[config.mk]
export PLATFORM = sky130hd
export DESIGN_NAME = axi4_lite_master_param_flat
export DESIGN_NICKNAME = d
export VERILOG_FILES = /design/src/rtl/axi4_lite_master_param_if.sv /design/src/rtl/axi4_lite_master_param.sv /design/src/flat_wrapper.sv
export SDC_FILE = /design/constraint.sdc
export NUM_CORES = 1
export LEC_CHECK = 0
export ABC_AREA = 1
export CORE_MARGIN = 4
export CORE_UTILIZATION = 25
export CTS_CLUSTER_DIAMETER = 30
export DETAILED_ROUTE_END_ITERATION = 6
export DONT_BUFFER_PORTS = 1
export GPL_ROUTABILITY_DRIVEN = 1
export PLACE_DENSITY_LB_ADDON = 0.12
export SKIP_CTS_REPAIR_TIMING = 1
export SLEW_MARGIN = 20
export SYNTH_ARGS = -nofsm -noshare
export SYNTH_HDL_FRONTEND = slang
export SYNTH_SLANG_ARGS = --single-unit
[constraint.sdc]
create_clock -name clk -period 1.4 [get_ports clk]
set_input_delay 0.14 -clock clk [delete_from_list [all_inputs] [get_ports clk]]
set_output_delay 0.14 -clock clk [all_outputs]
set_load 0.01 [all_outputs]
[src/rtl/axi4_lite_master_param_if.sv]
`default_nettype none
// axi4_lite_master_param_if: the five AXI4-Lite channels, sized by address/data width.
// The master modport drives requests; the slave modport drives readies and responses.
interface axi4_lite_master_param_if #(
  parameter int ADDR_WIDTH = 32,
  parameter int DATA_WIDTH = 32
);
  localparam int STRB_WIDTH = DATA_WIDTH / 8;

  logic [ADDR_WIDTH-1:0] awaddr;
  logic                  awvalid;
  logic                  awready;
  logic [DATA_WIDTH-1:0] wdata;
  logic [STRB_WIDTH-1:0] wstrb;
  logic                  wvalid;
  logic                  wready;
  logic [1:0]            bresp;
  logic                  bvalid;
  logic                  bready;
  logic [ADDR_WIDTH-1:0] araddr;
  logic                  arvalid;
  logic                  arready;
  logic [DATA_WIDTH-1:0] rdata;
  logic [1:0]            rresp;
  logic                  rvalid;
  logic                  rready;

  modport master (
    output awaddr, awvalid, input awready,
    output wdata, wstrb, wvalid, input wready,
    input bresp, bvalid, output bready,
    output araddr, arvalid, input arready,
    input rdata, rresp, rvalid, output rready
  );

  modport slave (
    input awaddr, awvalid, output awready,
    input wdata, wstrb, wvalid, output wready,
    output bresp, bvalid, input bready,
    input araddr, arvalid, output arready,
    output rdata, rresp, rvalid, input rready
  );
endinterface
`default_nettype wire

[src/rtl/axi4_lite_master_param.sv]
`default_nettype none
// axi4_lite_master_param: bridges a start/done command port onto AXI4-Lite, one transaction at a time.
// Optional watchdog built when AXI_TIMEOUT_EN is defined (limit TIMEOUT_CYCLES).
module axi4_lite_master_param #(
  parameter int ADDR_WIDTH     = 32,
  parameter int DATA_WIDTH     = 32,
  parameter int TIMEOUT_CYCLES = 1024
) (
  input  logic                    clk,
  input  logic                    rst,
  input  logic                    AXI_Start,
  input  logic                    AXI_WriteEn,
  input  logic [ADDR_WIDTH-1:0]   AXI_Addr,
  input  logic [DATA_WIDTH-1:0]   AXI_WData,
  input  logic [DATA_WIDTH/8-1:0] AXI_WStrb,
  output logic                    AXI_Ready,
  output logic [DATA_WIDTH-1:0]   AXI_RData,
  output logic [1:0]              AXI_Resp,
  output logic                    AXI_Error,
  output logic                    AXI_Timeout,
  output logic                    AXI_Done,
  axi4_lite_master_param_if.master m_axi
);
  typedef enum logic [2:0] {IDLE, WR_REQ, WR_RESP, RD_REQ, RD_DATA} state_t;

  state_t                  state_q, state_d;
  logic [ADDR_WIDTH-1:0]   addr_q, addr_d;
  logic [DATA_WIDTH-1:0]   wdata_q, wdata_d;
  logic [DATA_WIDTH/8-1:0] wstrb_q, wstrb_d;
  logic                    awvalid_q, awvalid_d, wvalid_q, wvalid_d, bready_q, bready_d;
  logic                    arvalid_q, arvalid_d, rready_q, rready_d;
  logic [DATA_WIDTH-1:0]   rdata_q, rdata_d;
  logic [1:0]              resp_q, resp_d;
  logic                    error_q, error_d, done_q, done_d, ready_q;
  logic                    timeout_d;

`ifdef AXI_TIMEOUT_EN
  localparam int CNT_W = (TIMEOUT_CYCLES > 2) ? $clog2(TIMEOUT_CYCLES) : 1;
  // Counter is 0 in the first busy cycle, so expiry lands TIMEOUT_CYCLES cycles after accept.
  localparam logic [CNT_W-1:0] CNT_LAST = CNT_W'(TIMEOUT_CYCLES - 2);
  logic [CNT_W-1:0] cnt_q;
  logic             timeout_q;

  always_ff @(posedge clk) begin
    if (rst || state_q == IDLE) cnt_q <= '0;
    else                        cnt_q <= cnt_q + 1'b1;
  end
`endif

  always_comb begin
    state_d   = state_q;
    addr_d    = addr_q;
    wdata_d   = wdata_q;
    wstrb_d   = wstrb_q;
    awvalid_d = awvalid_q;
    wvalid_d  = wvalid_q;
    bready_d  = bready_q;
    arvalid_d = arvalid_q;
    rready_d  = rready_q;
    rdata_d   = rdata_q;
    resp_d    = resp_q;
    error_d   = error_q;
    done_d    = 1'b0;
    timeout_d = 1'b0;
    case (state_q)
      IDLE: begin
        if (AXI_Start) begin
          addr_d  = AXI_Addr;
          wdata_d = AXI_WData;
          wstrb_d = AXI_WStrb;
          if (AXI_WriteEn) begin
            state_d   = WR_REQ;
            awvalid_d = 1'b1;
            wvalid_d  = 1'b1;
          end else begin
            state_d   = RD_REQ;
            arvalid_d = 1'b1;
          end
        end
      end
      WR_REQ: begin
        awvalid_d = awvalid_q && !m_axi.awready;
        wvalid_d  = wvalid_q && !m_axi.wready;
        if (!awvalid_d && !wvalid_d) begin
          state_d  = WR_RESP;
          bready_d = 1'b1;
        end
      end
      WR_RESP: begin
        if (m_axi.bvalid) begin
          state_d  = IDLE;
          bready_d = 1'b0;
          resp_d   = m_axi.bresp;
          error_d  = m_axi.bresp[1];
          done_d   = 1'b1;
        end
      end
      RD_REQ: begin
        if (m_axi.arready) begin
          state_d   = RD_DATA;
          arvalid_d = 1'b0;
          rready_d  = 1'b1;
        end
      end
      RD_DATA: begin
        if (m_axi.rvalid) begin
          state_d  = IDLE;
          rready_d = 1'b0;
          rdata_d  = m_axi.rdata;
          resp_d   = m_axi.rresp;
          error_d  = m_axi.rresp[1];
          done_d   = 1'b1;
        end
      end
      default: state_d = IDLE;
    endcase
`ifdef AXI_TIMEOUT_EN
    // A completing handshake in the expiry cycle already leads to IDLE and takes priority.
    if (state_q != IDLE && state_d != IDLE && cnt_q == CNT_LAST) begin
      state_d   = IDLE;
      awvalid_d = 1'b0;
      wvalid_d  = 1'b0;
      bready_d  = 1'b0;
      arvalid_d = 1'b0;
      rready_d  = 1'b0;
      resp_d    = 2'b10;
      error_d   = 1'b1;
      done_d    = 1'b1;
      timeout_d = 1'b1;
    end
`endif
  end

  always_ff @(posedge clk) begin
    if (rst) begin
      state_q   <= IDLE;
      addr_q    <= '0;
      wdata_q   <= '0;
      wstrb_q   <= '0;
      awvalid_q <= 1'b0;
      wvalid_q  <= 1'b0;
      bready_q  <= 1'b0;
      arvalid_q <= 1'b0;
      rready_q  <= 1'b0;
      rdata_q   <= '0;
      resp_q    <= 2'b00;
      error_q   <= 1'b0;
      done_q    <= 1'b0;
      ready_q   <= 1'b1;
    end else begin
      state_q   <= state_d;
      addr_q    <= addr_d;
      wdata_q   <= wdata_d;
      wstrb_q   <= wstrb_d;
      awvalid_q <= awvalid_d;
      wvalid_q  <= wvalid_d;
      bready_q  <= bready_d;
      arvalid_q <= arvalid_d;
      rready_q  <= rready_d;
      rdata_q   <= rdata_d;
      resp_q    <= resp_d;
      error_q   <= error_d;
      done_q    <= done_d;
      ready_q   <= (state_d == IDLE);
    end
  end

`ifdef AXI_TIMEOUT_EN
  always_ff @(posedge clk) begin
    if (rst)         timeout_q <= 1'b0;
    else if (done_d) timeout_q <= timeout_d;
  end
  assign AXI_Timeout = timeout_q;
`else
  assign AXI_Timeout = timeout_d;
`endif

  assign m_axi.awaddr  = addr_q;
  assign m_axi.awvalid = awvalid_q;
  assign m_axi.wdata   = wdata_q;
  assign m_axi.wstrb   = wstrb_q;
  assign m_axi.wvalid  = wvalid_q;
  assign m_axi.bready  = bready_q;
  assign m_axi.araddr  = addr_q;
  assign m_axi.arvalid = arvalid_q;
  assign m_axi.rready  = rready_q;

  assign AXI_Ready = ready_q;
  assign AXI_RData = rdata_q;
  assign AXI_Resp  = resp_q;
  assign AXI_Error = error_q;
  assign AXI_Done  = done_q;
endmodule
`default_nettype wire

[src/flat_wrapper.sv]
// flat-port wrapper written by rule: the top's interface ports become plain ports
module axi4_lite_master_param_flat 
#(
  parameter int ADDR_WIDTH     = 32,
  parameter int DATA_WIDTH     = 32,
  parameter int TIMEOUT_CYCLES = 1024
)
  (clk, rst, AXI_Start, AXI_WriteEn, AXI_Addr, AXI_WData, AXI_WStrb, AXI_Ready, AXI_RData, AXI_Resp, AXI_Error, AXI_Timeout, AXI_Done, m_axi_awaddr, m_axi_awvalid, m_axi_awready, m_axi_wdata, m_axi_wstrb, m_axi_wvalid, m_axi_wready, m_axi_bresp, m_axi_bvalid, m_axi_bready, m_axi_araddr, m_axi_arvalid, m_axi_arready, m_axi_rdata, m_axi_rresp, m_axi_rvalid, m_axi_rready);
  axi4_lite_master_param_if #(.ADDR_WIDTH(ADDR_WIDTH), .DATA_WIDTH(DATA_WIDTH)) m_axi_i ();
  input  logic clk;
  input  logic rst;
  input  logic AXI_Start;
  input  logic AXI_WriteEn;
  input  logic [ADDR_WIDTH-1:0] AXI_Addr;
  input  logic [DATA_WIDTH-1:0] AXI_WData;
  input  logic [DATA_WIDTH/8-1:0] AXI_WStrb;
  output logic AXI_Ready;
  output logic [DATA_WIDTH-1:0] AXI_RData;
  output logic [1:0] AXI_Resp;
  output logic AXI_Error;
  output logic AXI_Timeout;
  output logic AXI_Done;
  output wire logic [$bits(m_axi_i.awaddr)-1:0] m_axi_awaddr;
  output wire logic [$bits(m_axi_i.awvalid)-1:0] m_axi_awvalid;
  input wire logic [$bits(m_axi_i.awready)-1:0] m_axi_awready;
  output wire logic [$bits(m_axi_i.wdata)-1:0] m_axi_wdata;
  output wire logic [$bits(m_axi_i.wstrb)-1:0] m_axi_wstrb;
  output wire logic [$bits(m_axi_i.wvalid)-1:0] m_axi_wvalid;
  input wire logic [$bits(m_axi_i.wready)-1:0] m_axi_wready;
  input wire logic [$bits(m_axi_i.bresp)-1:0] m_axi_bresp;
  input wire logic [$bits(m_axi_i.bvalid)-1:0] m_axi_bvalid;
  output wire logic [$bits(m_axi_i.bready)-1:0] m_axi_bready;
  output wire logic [$bits(m_axi_i.araddr)-1:0] m_axi_araddr;
  output wire logic [$bits(m_axi_i.arvalid)-1:0] m_axi_arvalid;
  input wire logic [$bits(m_axi_i.arready)-1:0] m_axi_arready;
  input wire logic [$bits(m_axi_i.rdata)-1:0] m_axi_rdata;
  input wire logic [$bits(m_axi_i.rresp)-1:0] m_axi_rresp;
  input wire logic [$bits(m_axi_i.rvalid)-1:0] m_axi_rvalid;
  output wire logic [$bits(m_axi_i.rready)-1:0] m_axi_rready;
  assign m_axi_awaddr = m_axi_i.awaddr;
  assign m_axi_awvalid = m_axi_i.awvalid;
  assign m_axi_i.awready = m_axi_awready;
  assign m_axi_wdata = m_axi_i.wdata;
  assign m_axi_wstrb = m_axi_i.wstrb;
  assign m_axi_wvalid = m_axi_i.wvalid;
  assign m_axi_i.wready = m_axi_wready;
  assign m_axi_i.bresp = m_axi_bresp;
  assign m_axi_i.bvalid = m_axi_bvalid;
  assign m_axi_bready = m_axi_i.bready;
  assign m_axi_araddr = m_axi_i.araddr;
  assign m_axi_arvalid = m_axi_i.arvalid;
  assign m_axi_i.arready = m_axi_arready;
  assign m_axi_i.rdata = m_axi_rdata;
  assign m_axi_i.rresp = m_axi_rresp;
  assign m_axi_i.rvalid = m_axi_rvalid;
  assign m_axi_rready = m_axi_i.rready;
  axi4_lite_master_param #(.ADDR_WIDTH(ADDR_WIDTH), .DATA_WIDTH(DATA_WIDTH), .TIMEOUT_CYCLES(TIMEOUT_CYCLES)) u_core (.clk(clk), .rst(rst), .AXI_Start(AXI_Start), .AXI_WriteEn(AXI_WriteEn), .AXI_Addr(AXI_Addr), .AXI_WData(AXI_WData), .AXI_WStrb(AXI_WStrb), .AXI_Ready(AXI_Ready), .AXI_RData(AXI_RData), .AXI_Resp(AXI_Resp), .AXI_Error(AXI_Error), .AXI_Timeout(AXI_Timeout), .AXI_Done(AXI_Done), .m_axi(m_axi_i));
endmodule
==> metrics.cfg, run 1 <==
[yosys]
synth-seq-area-share_pct=52.2
synth_ff_type=dfxtp_1
synth.most_common_cell=nand2_1
synth_seq_cells=112
synth_top_area_cell=dfxtp_1
synth_area_per_cell_sq_um=7.71
synth_cell_types=22
yosysTopAreaCellShare_pct=52.2
netlist_top_cells_count=nand2_1, dfxtp_1, a21oi_1, inv_1
synth_cells=557
synthArstFlopShare_pct=0
synth.area.top_cells=dfxtp_1, nand2_1, a21oi_1
synth_edf_count=0
synth_nets=670
syn_area_sq_um=4300
ys_warn_count=0

[die]
core_area_sq_um=16700
die_h_microns=139
ios=256
start_util_pct=25.7
chipWidth_microns=139
num_rows=47
die_area_sq_um=19300

[cells_and_area]
final_util_pct=28.2
drive_above_1_share_pct=7.20
n_antenna_cell=0
nets=636
area_delta_synth_final_pct=9.67
fillCellCount=1832
ff_latch_area_sq_um=2240
multi_input_area_sq_um=1470

[setup_path]
path_cells=buf_4 -> nand3_2 -> buf_12 -> o21ai_0 -> a21oi_1
r2r-start=u_core.state_q[2]
start_kind=flip-flop
cp_num_buf_inv=2
cp.depth=5
endpoint_kind=flip-flop
rr_worst_depth=5
regToRegSetupSlack_ps=90
crit_family=flip-flops
cp.required_ps=1630
cp_slowest_cell=dfxtp_1
critical_path_class=flip-flop to flip-flop
r2r-end=u_core.AXI_RData[12]
cp.arrival_ps=1540
cp_max_fo=50
slowest_delay_ps=400

[outcome]
violations=hold timing
outcome=complete, but fails checks

[flow_run]
drv_cap=0

[global_routing]
overflow=0
grt_antenna_before_repair=0
first_global_vias=3358
grt_max_degree=76
grt_pass1_wl_microns=18600
grt_usage_pct=12.1

[hold_path]
holdCritStartpoint=rst
hold-path-endpoint=u_core.m_axi.wdata[19]
hp-class=input pin to flip-flop
hold_depth=1

[route]
wl_per_cell_microns=16.1
wirelength_microns=12000
drt_iter0_markers=114
dr.pass1.iters=4
viasPerCell=4.48
vias=3350
drc=0
postRouteAntennaNets=0

[timing]
finalHoldViolCount=78
drv_slew=0
holdWs_ps=-141
finClkSkew_ps=4.43
setup_violations=0
rsz0062_at_grt=true
max_freq_mhz=763
period_share_pct=93.7
min_period_ps=1310

[power_and_ir_drop]
power_density_nw_per_um2=1490
p_leak_nw=1.73
total_power_mw=7.03
ir_drop_mv=0.591

[clock_network]
path_clk_slew_ps=70
cts-buffers-inserted=9
cts_tree=yes
insertion_delay_ps=350
clockBufferDepth=2
root_buffer=clkbuf_16
cts_max_level=3
numClockSinks=112

[placed_design]
place.gp.congestion=0.781
port_buffers=0
hpwl_microns=8850

==> worst register-to-register path, stage by stage (launching register included) <==
cell     delay, ps
dfxtp_1        400
buf_4          170
nand3_2        120
buf_12         210
o21ai_0        230
a21oi_1         60
==> kinds of logic (layout without fill, tap and decap cells) <==
family	after synthesis	count (layout)	synth area share [%]
flops	112	112	52.2
other cells	1	1	0.0873
simple gates	182	182	16.6
buf+inv	115	86	13.9
compound gates	147	147	17.2
==> power by group <==
| part | switching (mW) | internal [mW] | leakage (nW) | total, mW |
|---|---|---|---|---|
| logic | 0.413 | 0.274 | 0.665 | 0.687 |
| clock network | 1.20 | 1.46 | 0.151 | 2.65 |
| registers | 0.303 | 3.39 | 0.915 | 3.69 |
==> state kept, by name (all words and copies together), names as in the netlist <==
| signal | cells |
|---|---|
| u_core.m_axi.araddr | 32 |
| u_core.AXI_RData | 32 |
| u_core.m_axi.wstrb | 4 |
| u_core.m_axi.wvalid | 1 |
| u_core.AXI_Ready | 1 |
| u_core.AXI_Resp | 2 |
| u_core.m_axi.bready | 1 |
| u_core.m_axi.wdata | 32 |
| u_core.m_axi.rready | 1 |
| u_core.state_q | 3 |
| u_core.m_axi.arvalid | 1 |
| u_core.m_axi.awvalid | 1 |
| u_core.AXI_Done | 1 |
==> stage by stage <==
stage	setup slack, ps	area (sq um)	std cells	setup TNS [ps]
after global routing	-0.849	4710	748	-0.849
after floorplan	160	4300	557	0
after CTS	22.2	4640	742	0
after global placement	111	4330	726	0
final	88.7	4710	748	0
after detailed placement	42.3	4330	726	0
==> cell usage in the layout (no fill, tap or decap), drive strengths merged, types with 2 or more instances in the layout <==
cell / synthesis / final
dfxtp: 112 / 112
o21ai: 39 / 39
a21oi: 105 / 105
clkbuf: 17 / 11
a31oi: 2 / 2
inv: 47 / 50
nor2: 12 / 12
nand2: 159 / 159
nand3: 8 / 8
dlygate4sd3: 0 / 6
buf: 51 / 17
==> routing by layer <==
metal	GRT usage, %	up-vias	part of all wire, %
li1	-	1663	-
met3	5.97	15	11
met2	20.7	178	49
met5	0	-	0
met4	4.02	0	1.5
met1	13.1	1494	39
==> how the worst max path moves through the flow <==
stage	from	endpoint	slack [ps]
after floorplan	u_core.state_q[0]	u_core.AXI_RData[14]	160
after global placement	u_core.state_q[0]	u_core.m_axi.wdata[16]	110
after detailed placement	u_core.state_q[0]	u_core.m_axi.wdata[4]	40
after CTS	u_core.state_q[0]	u_core.m_axi.wdata[4]	20
after global routing	u_core.state_q[1]	u_core.m_axi.wstrb[2]	-0.8
final	u_core.state_q[2]	u_core.AXI_RData[12]	90
==> final cells by class <==
class / instances / share of cell area (%)
timing repair buffer: 23 / 5.05
clock buffer: 11 / 5.15
clock inverter: 5 / 1.30
multi-input combinational: 330 / 31.2
inverter: 47 / 3.85
tap: 220 / 5.84
sequential: 112 / 47.6
(Power assumes the default switching activity.)
==> run 2: changes to the inputs <==
PLACE_DENSITY = 0.41   (was default)
PLACE_DENSITY_LB_ADDON = default   (was 0.12)
==> metrics.cfg, run 2 (synthesis results as in run 1) <==
[setup_path]
critical_path_class=flip-flop to flip-flop  ; unchanged
regToRegSetupSlack_ps=130  ; was 90 ps
cp_slowest_cell=dfxtp_1  ; unchanged
rr_worst_depth=5  ; unchanged
cp.arrival_ps=1510  ; was 1540 ps
start_kind=flip-flop  ; unchanged
path_cells=buf_4 -> nand3_2 -> buf_12 -> o21ai_1 -> a21oi_1  ; was buf_4 -> nand3_2 -> buf_12 -> o21ai_0 -> a21oi_1
cp.required_ps=1640  ; was 1630 ps
endpoint_kind=flip-flop  ; unchanged
r2r-start=u_core.state_q[2]  ; unchanged
r2r-end=u_core.AXI_RData[2]  ; was u_core.AXI_RData[12]
cp_max_fo=58  ; was 50
slowest_delay_ps=360  ; was 400 ps

[clock_network]
clockBufferDepth=2  ; unchanged
insertion_delay_ps=350  ; about the same
root_buffer=clkbuf_16  ; unchanged
numClockSinks=112  ; unchanged
path_clk_slew_ps=80  ; was 70 ps
cts_max_level=3  ; unchanged
cts_tree=yes  ; unchanged
cts-buffers-inserted=9  ; unchanged

[route]
dr.pass1.iters=6  ; was 4
postRouteAntennaNets=0  ; unchanged
drc=0  ; unchanged
wl_per_cell_microns=15.5  ; was 16.1 microns
vias=3340  ; was 3350
wirelength_microns=11600  ; was 12000 microns
viasPerCell=4.48  ; about the same
drt_iter0_markers=110  ; was 114

[timing]
setup_violations=0  ; unchanged
rsz0062_at_grt=false  ; was true
holdWs_ps=-146  ; was -141 ps
min_period_ps=1270  ; was 1310 ps
max_freq_mhz=788  ; was 763 MHz
tns_ps=0  ; unchanged
finClkSkew_ps=7.04  ; was 4.43 ps
period_share_pct=90.6  ; was 93.7%
finalHoldViolCount=77  ; was 78
drv_slew=0  ; unchanged

[hold_path]
hold-path-endpoint=u_core.m_axi.wdata[18]  ; was u_core.m_axi.wdata[19]
holdCritStartpoint=rst  ; unchanged
hp-class=input pin to flip-flop  ; unchanged
hold_depth=1  ; unchanged

[die]
start_util_pct=25.7  ; unchanged
die_h_microns=139  ; unchanged
die_area_sq_um=19300  ; unchanged
num_rows=47  ; unchanged
core_area_sq_um=16700  ; unchanged
chipWidth_microns=139  ; unchanged
ios=256  ; unchanged

[global_routing]
overflow=0  ; unchanged
grt_max_degree=76  ; unchanged
grt_usage_pct=11.5  ; was 12.1%
grt_antenna_before_repair=0  ; unchanged
first_global_vias=3216  ; was 3358
grt_pass1_wl_microns=17800  ; was 18600 microns

[power_and_ir_drop]
p_leak_nw=1.72  ; was 1.73 nW
power_density_nw_per_um2=1470  ; was 1490 nW/um^2
total_power_mw=6.92  ; was 7.03 mW
ir_drop_mv=0.577  ; was 0.591 mV

[placed_design]
port_buffers=0  ; unchanged
hpwl_microns=8520  ; was 8850 microns
place.gp.congestion=0.745  ; was 0.781

[cells_and_area]
nets=634  ; was 636
final_common_cell=nand2_1  ; unchanged
area_delta_synth_final_pct=9.58  ; was 9.67%
n_antenna_cell=0  ; unchanged
drive_above_1_share_pct=6.65  ; was 7.20%
final_cell_mix=nand2_1, dfxtp_1, a21oi_1  ; unchanged

[flow_run]
drv_cap=0  ; unchanged

[outcome]
violations=hold timing  ; unchanged
outcome=complete, but fails checks  ; unchanged

[run 2: cell count changes in the layout (fill, tap and decap cells not counted), moves of 2 or more]
cell,delta
buf_4,-5
clkinv_8,+2
dlygate4sd3_1,+2
o21ai_0,-2
o21ai_1,+2
[run 2: worst max path at each step]
| stage | to | slack, ps | cells after the start | start |
|---|---|---|---|---|
| CTS | u_core.AXI_RData[2] | 10 | 5 | u_core.state_q[2] |
| detailed placement | u_core.AXI_RData[2] | 40 | 5 | u_core.state_q[2] |
| global route | u_core.m_axi.wvalid | 3 | 7 | u_core.state_q[1] |
| finish | u_core.AXI_RData[2] | 130 | 5 | u_core.state_q[2] |
| global placement | u_core.AXI_RData[2] | 70 | 5 | u_core.state_q[2] |
| floorplan | u_core.AXI_RData[14] | 160 | 6 | u_core.state_q[0] |
[run 2: where the power goes]
part / switching, mW / internal (mW) / leakage [nW]
clock network: 1.29 / 1.27 / 0.143
registers: 0.306 / 3.39 / 0.915
logic: 0.399 / 0.269 / 0.658
[run 2: through the flow]
step                      instances  worst slack, ps  area [sq um]  util, %
final                           746              132          4710     28.2
after detailed placement        722             40.1          4320     25.8
after global routing            746             3.33          4710     28.2
after CTS                       738             10.7          4620     27.6
after floorplan                 557              160          4300        -
after global placement          722             74.9          4320     25.8
[run 2: worst max-delay path: cells and delay by family, from the launching register on]
family	cells	cell delay, ps
AO/OA/AOI/OAI	2	270
buffers and inverters	2	390
flip-flops	1	360
AND/OR/NAND/NOR	1	140
[run 2: per-layer routing]
metal,part of all wire [%],track usage [%]
met5,0,0
met4,1.8,4.58
met3,12,5.48
met2,47,19.0
met1,39,12.9
[run 2: final cells by class]
type	instances	area [sq um]
Inverter	47	179
Sequential cell	112	2240
Tap cell	220	275
Clock inverter	7	75.1
Multi-Input combinational cell	330	1470
Fill cell	1828	12000
Clock buffer	9	225
Timing Repair Buffer	21	240
==> run 3: changes to the inputs <==
HOLD_SLACK_MARGIN = 0.08   (was default)
==> metrics.cfg, run 3 (synthesis results as in run 1) <==
[power_and_ir_drop]
clkPwrFrac_pct=36.6  ; was 37.0%
p_seq_share_pct=52.9  ; was 53.4%
internal_power_mw=4.97  ; was 4.92 mW
ir_drop_mv=0.578  ; was 0.577 mV
power_frac_comb_pct=10.5  ; was 9.7%
p_leak_nw=1.84  ; was 1.72 nW
power_density_nw_per_um2=1400  ; was 1470 nW/um^2
power_switching_mw=2.01  ; was 2.00 mW
switching_share_pct=28.8  ; was 28.9%

[die]
chipWidth_microns=139  ; unchanged
die_area_sq_um=19300  ; unchanged
die_h_microns=139  ; unchanged
num_rows=47  ; unchanged
core_area_sq_um=16700  ; unchanged
ios=256  ; unchanged
start_util_pct=25.7  ; unchanged

[setup_path]
start_kind=flip-flop  ; unchanged
cp_max_fo=58  ; unchanged
r2r-start=u_core.state_q[2]  ; unchanged
critical_path_class=flip-flop to flip-flop  ; unchanged
r2r-end=u_core.AXI_RData[2]  ; unchanged
cp.required_ps=1640  ; about the same
rr_worst_depth=5  ; unchanged
cp.arrival_ps=1520  ; was 1510 ps
regToRegSetupSlack_ps=120  ; was 130 ps
endpoint_kind=flip-flop  ; unchanged

[global_routing]
grt_pass1_wl_microns=17800  ; unchanged
first_global_vias=3216  ; unchanged
grt_max_degree=76  ; unchanged
grt_usage_pct=11.5  ; unchanged
overflow=0  ; unchanged
grt_antenna_before_repair=0  ; unchanged

[cells_and_area]
final_cells=775  ; was 746
nets=663  ; was 634
drive_above_1_share_pct=6.31  ; was 6.65%
area_delta_synth_final_pct=16.3  ; was 9.58%
fillCellCount=1777  ; was 1828
n_antenna_cell=0  ; unchanged
final_common_cell=nand2_1  ; unchanged
final_util_pct=29.9  ; was 28.2%
final_cell_mix=nand2_1, dfxtp_1, a21oi_1  ; unchanged

[clock_network]
cts_tree=yes  ; unchanged
root_buffer=clkbuf_16  ; unchanged
clockBufferDepth=2  ; unchanged
insertion_delay_ps=350  ; about the same
cts-buffers-inserted=9  ; unchanged
numClockSinks=112  ; unchanged
cts_max_level=3  ; unchanged
path_clk_slew_ps=80  ; about the same

[hold_path]
hold-path-endpoint=u_core.m_axi.wdata[22]  ; was u_core.m_axi.wdata[18]
hp-class=input pin to flip-flop  ; unchanged
hold_depth=1  ; unchanged
holdCritStartpoint=rst  ; unchanged

[route]
viasPerCell=4.45  ; was 4.48
wirelength_microns=12000  ; was 11600 microns
dr.pass1.iters=4  ; was 6
wirelength_met1_microns=4670  ; was 4520 microns
wl_met3_microns=1360  ; was 1390 microns
drc=0  ; unchanged
drt_iter0_markers=121  ; was 110
met2WireLength_microns=5750  ; was 5440 microns
highest_layer=met4  ; unchanged
vias=3452  ; was 3340
postRouteAntennaNets=0  ; unchanged
wl_per_cell_microns=15.5  ; about the same

[placed_design]
port_buffers=0  ; unchanged
placed_cells=722  ; unchanged
hpwl_microns=8520  ; unchanged
place.gp.congestion=0.745  ; unchanged

[timing]
setup_violations=0  ; unchanged
holdWs_ps=-147  ; was -146 ps
rsz0062_at_grt=false  ; unchanged
min_period_ps=1280  ; was 1270 ps
period_share_pct=91.5  ; was 90.6%
finClkSkew_ps=7.00  ; was 7.04 ps
drv_slew=0  ; unchanged
tns_ps=0  ; unchanged
finalHoldViolCount=74  ; was 77
max_freq_mhz=781  ; was 788 MHz

[outcome]
violations=hold timing  ; unchanged
outcome=complete, but fails checks  ; unchanged

[flow_run]
drv_cap=0  ; unchanged

-- run 3: worst max-delay path by stage --
stage | from | endpoint
3_3_place_gp | u_core.state_q[2] | u_core.AXI_RData[2]
5_1_grt | u_core.state_q[1] | u_core.m_axi.wvalid
3_5_place_dp | u_core.state_q[2] | u_core.AXI_RData[2]
2_1_floorplan | u_core.state_q[0] | u_core.AXI_RData[14]
4_1_cts | u_core.state_q[2] | u_core.AXI_RData[2]
6_report | u_core.state_q[2] | u_core.AXI_RData[2]
-- run 3: through the flow --
stage / worst slack (ps) / hold slack [ps] / area (sq um) / power [mW]
floorplan: 160 / 283 / 4300 / 4.32
global placement: 74.9 / 216 / 4320 / 4.41
detailed placement: 40.1 / 219 / 4320 / 4.44
CTS: 10.7 / -174 / 4620 / 7.08
global route: 3.33 / -174 / 5000 / 7.39
finish: 119 / -147 / 5000 / 6.98
-- run 3: layout make-up --
type / instances / area [sq um] / area share, %
well taps: 220 / 275 / 5.51
flip-flops and latches: 112 / 2240 / 44.9
clock buffers: 9 / 225 / 4.51
inverters: 47 / 179 / 3.58
clock inverters: 7 / 75.1 / 1.50
multi-input cells: 330 / 1470 / 29.4
repair buffers: 50 / 531 / 10.6
-- run 3: power groups by stage --
stage	combinational, mW	clock (mW)	sequential (mW)
after floorplan	0.650	0	3.67
after global placement	0.635	0	3.78
after detailed placement	0.658	0	3.78
after CTS	0.658	2.71	3.70
after global routing	0.846	2.82	3.73
final	0.734	2.56	3.69
-- run 3: per-layer routing --
metal | track usage (%) | vias up
met1 | 12.9 | 1527
met5 | 0 | -
met2 | 19.0 | 195
met4 | 4.58 | 0
li1 | - | 1717
met3 | 5.48 | 13
-- run 3: worst max-delay path, cell delays in order, from the launching register on --
cell,delay (ps)
dfxtp_1,360
buf_4,170
nand3_2,140
buf_12,220
o21ai_1,220
a21oi_1,60
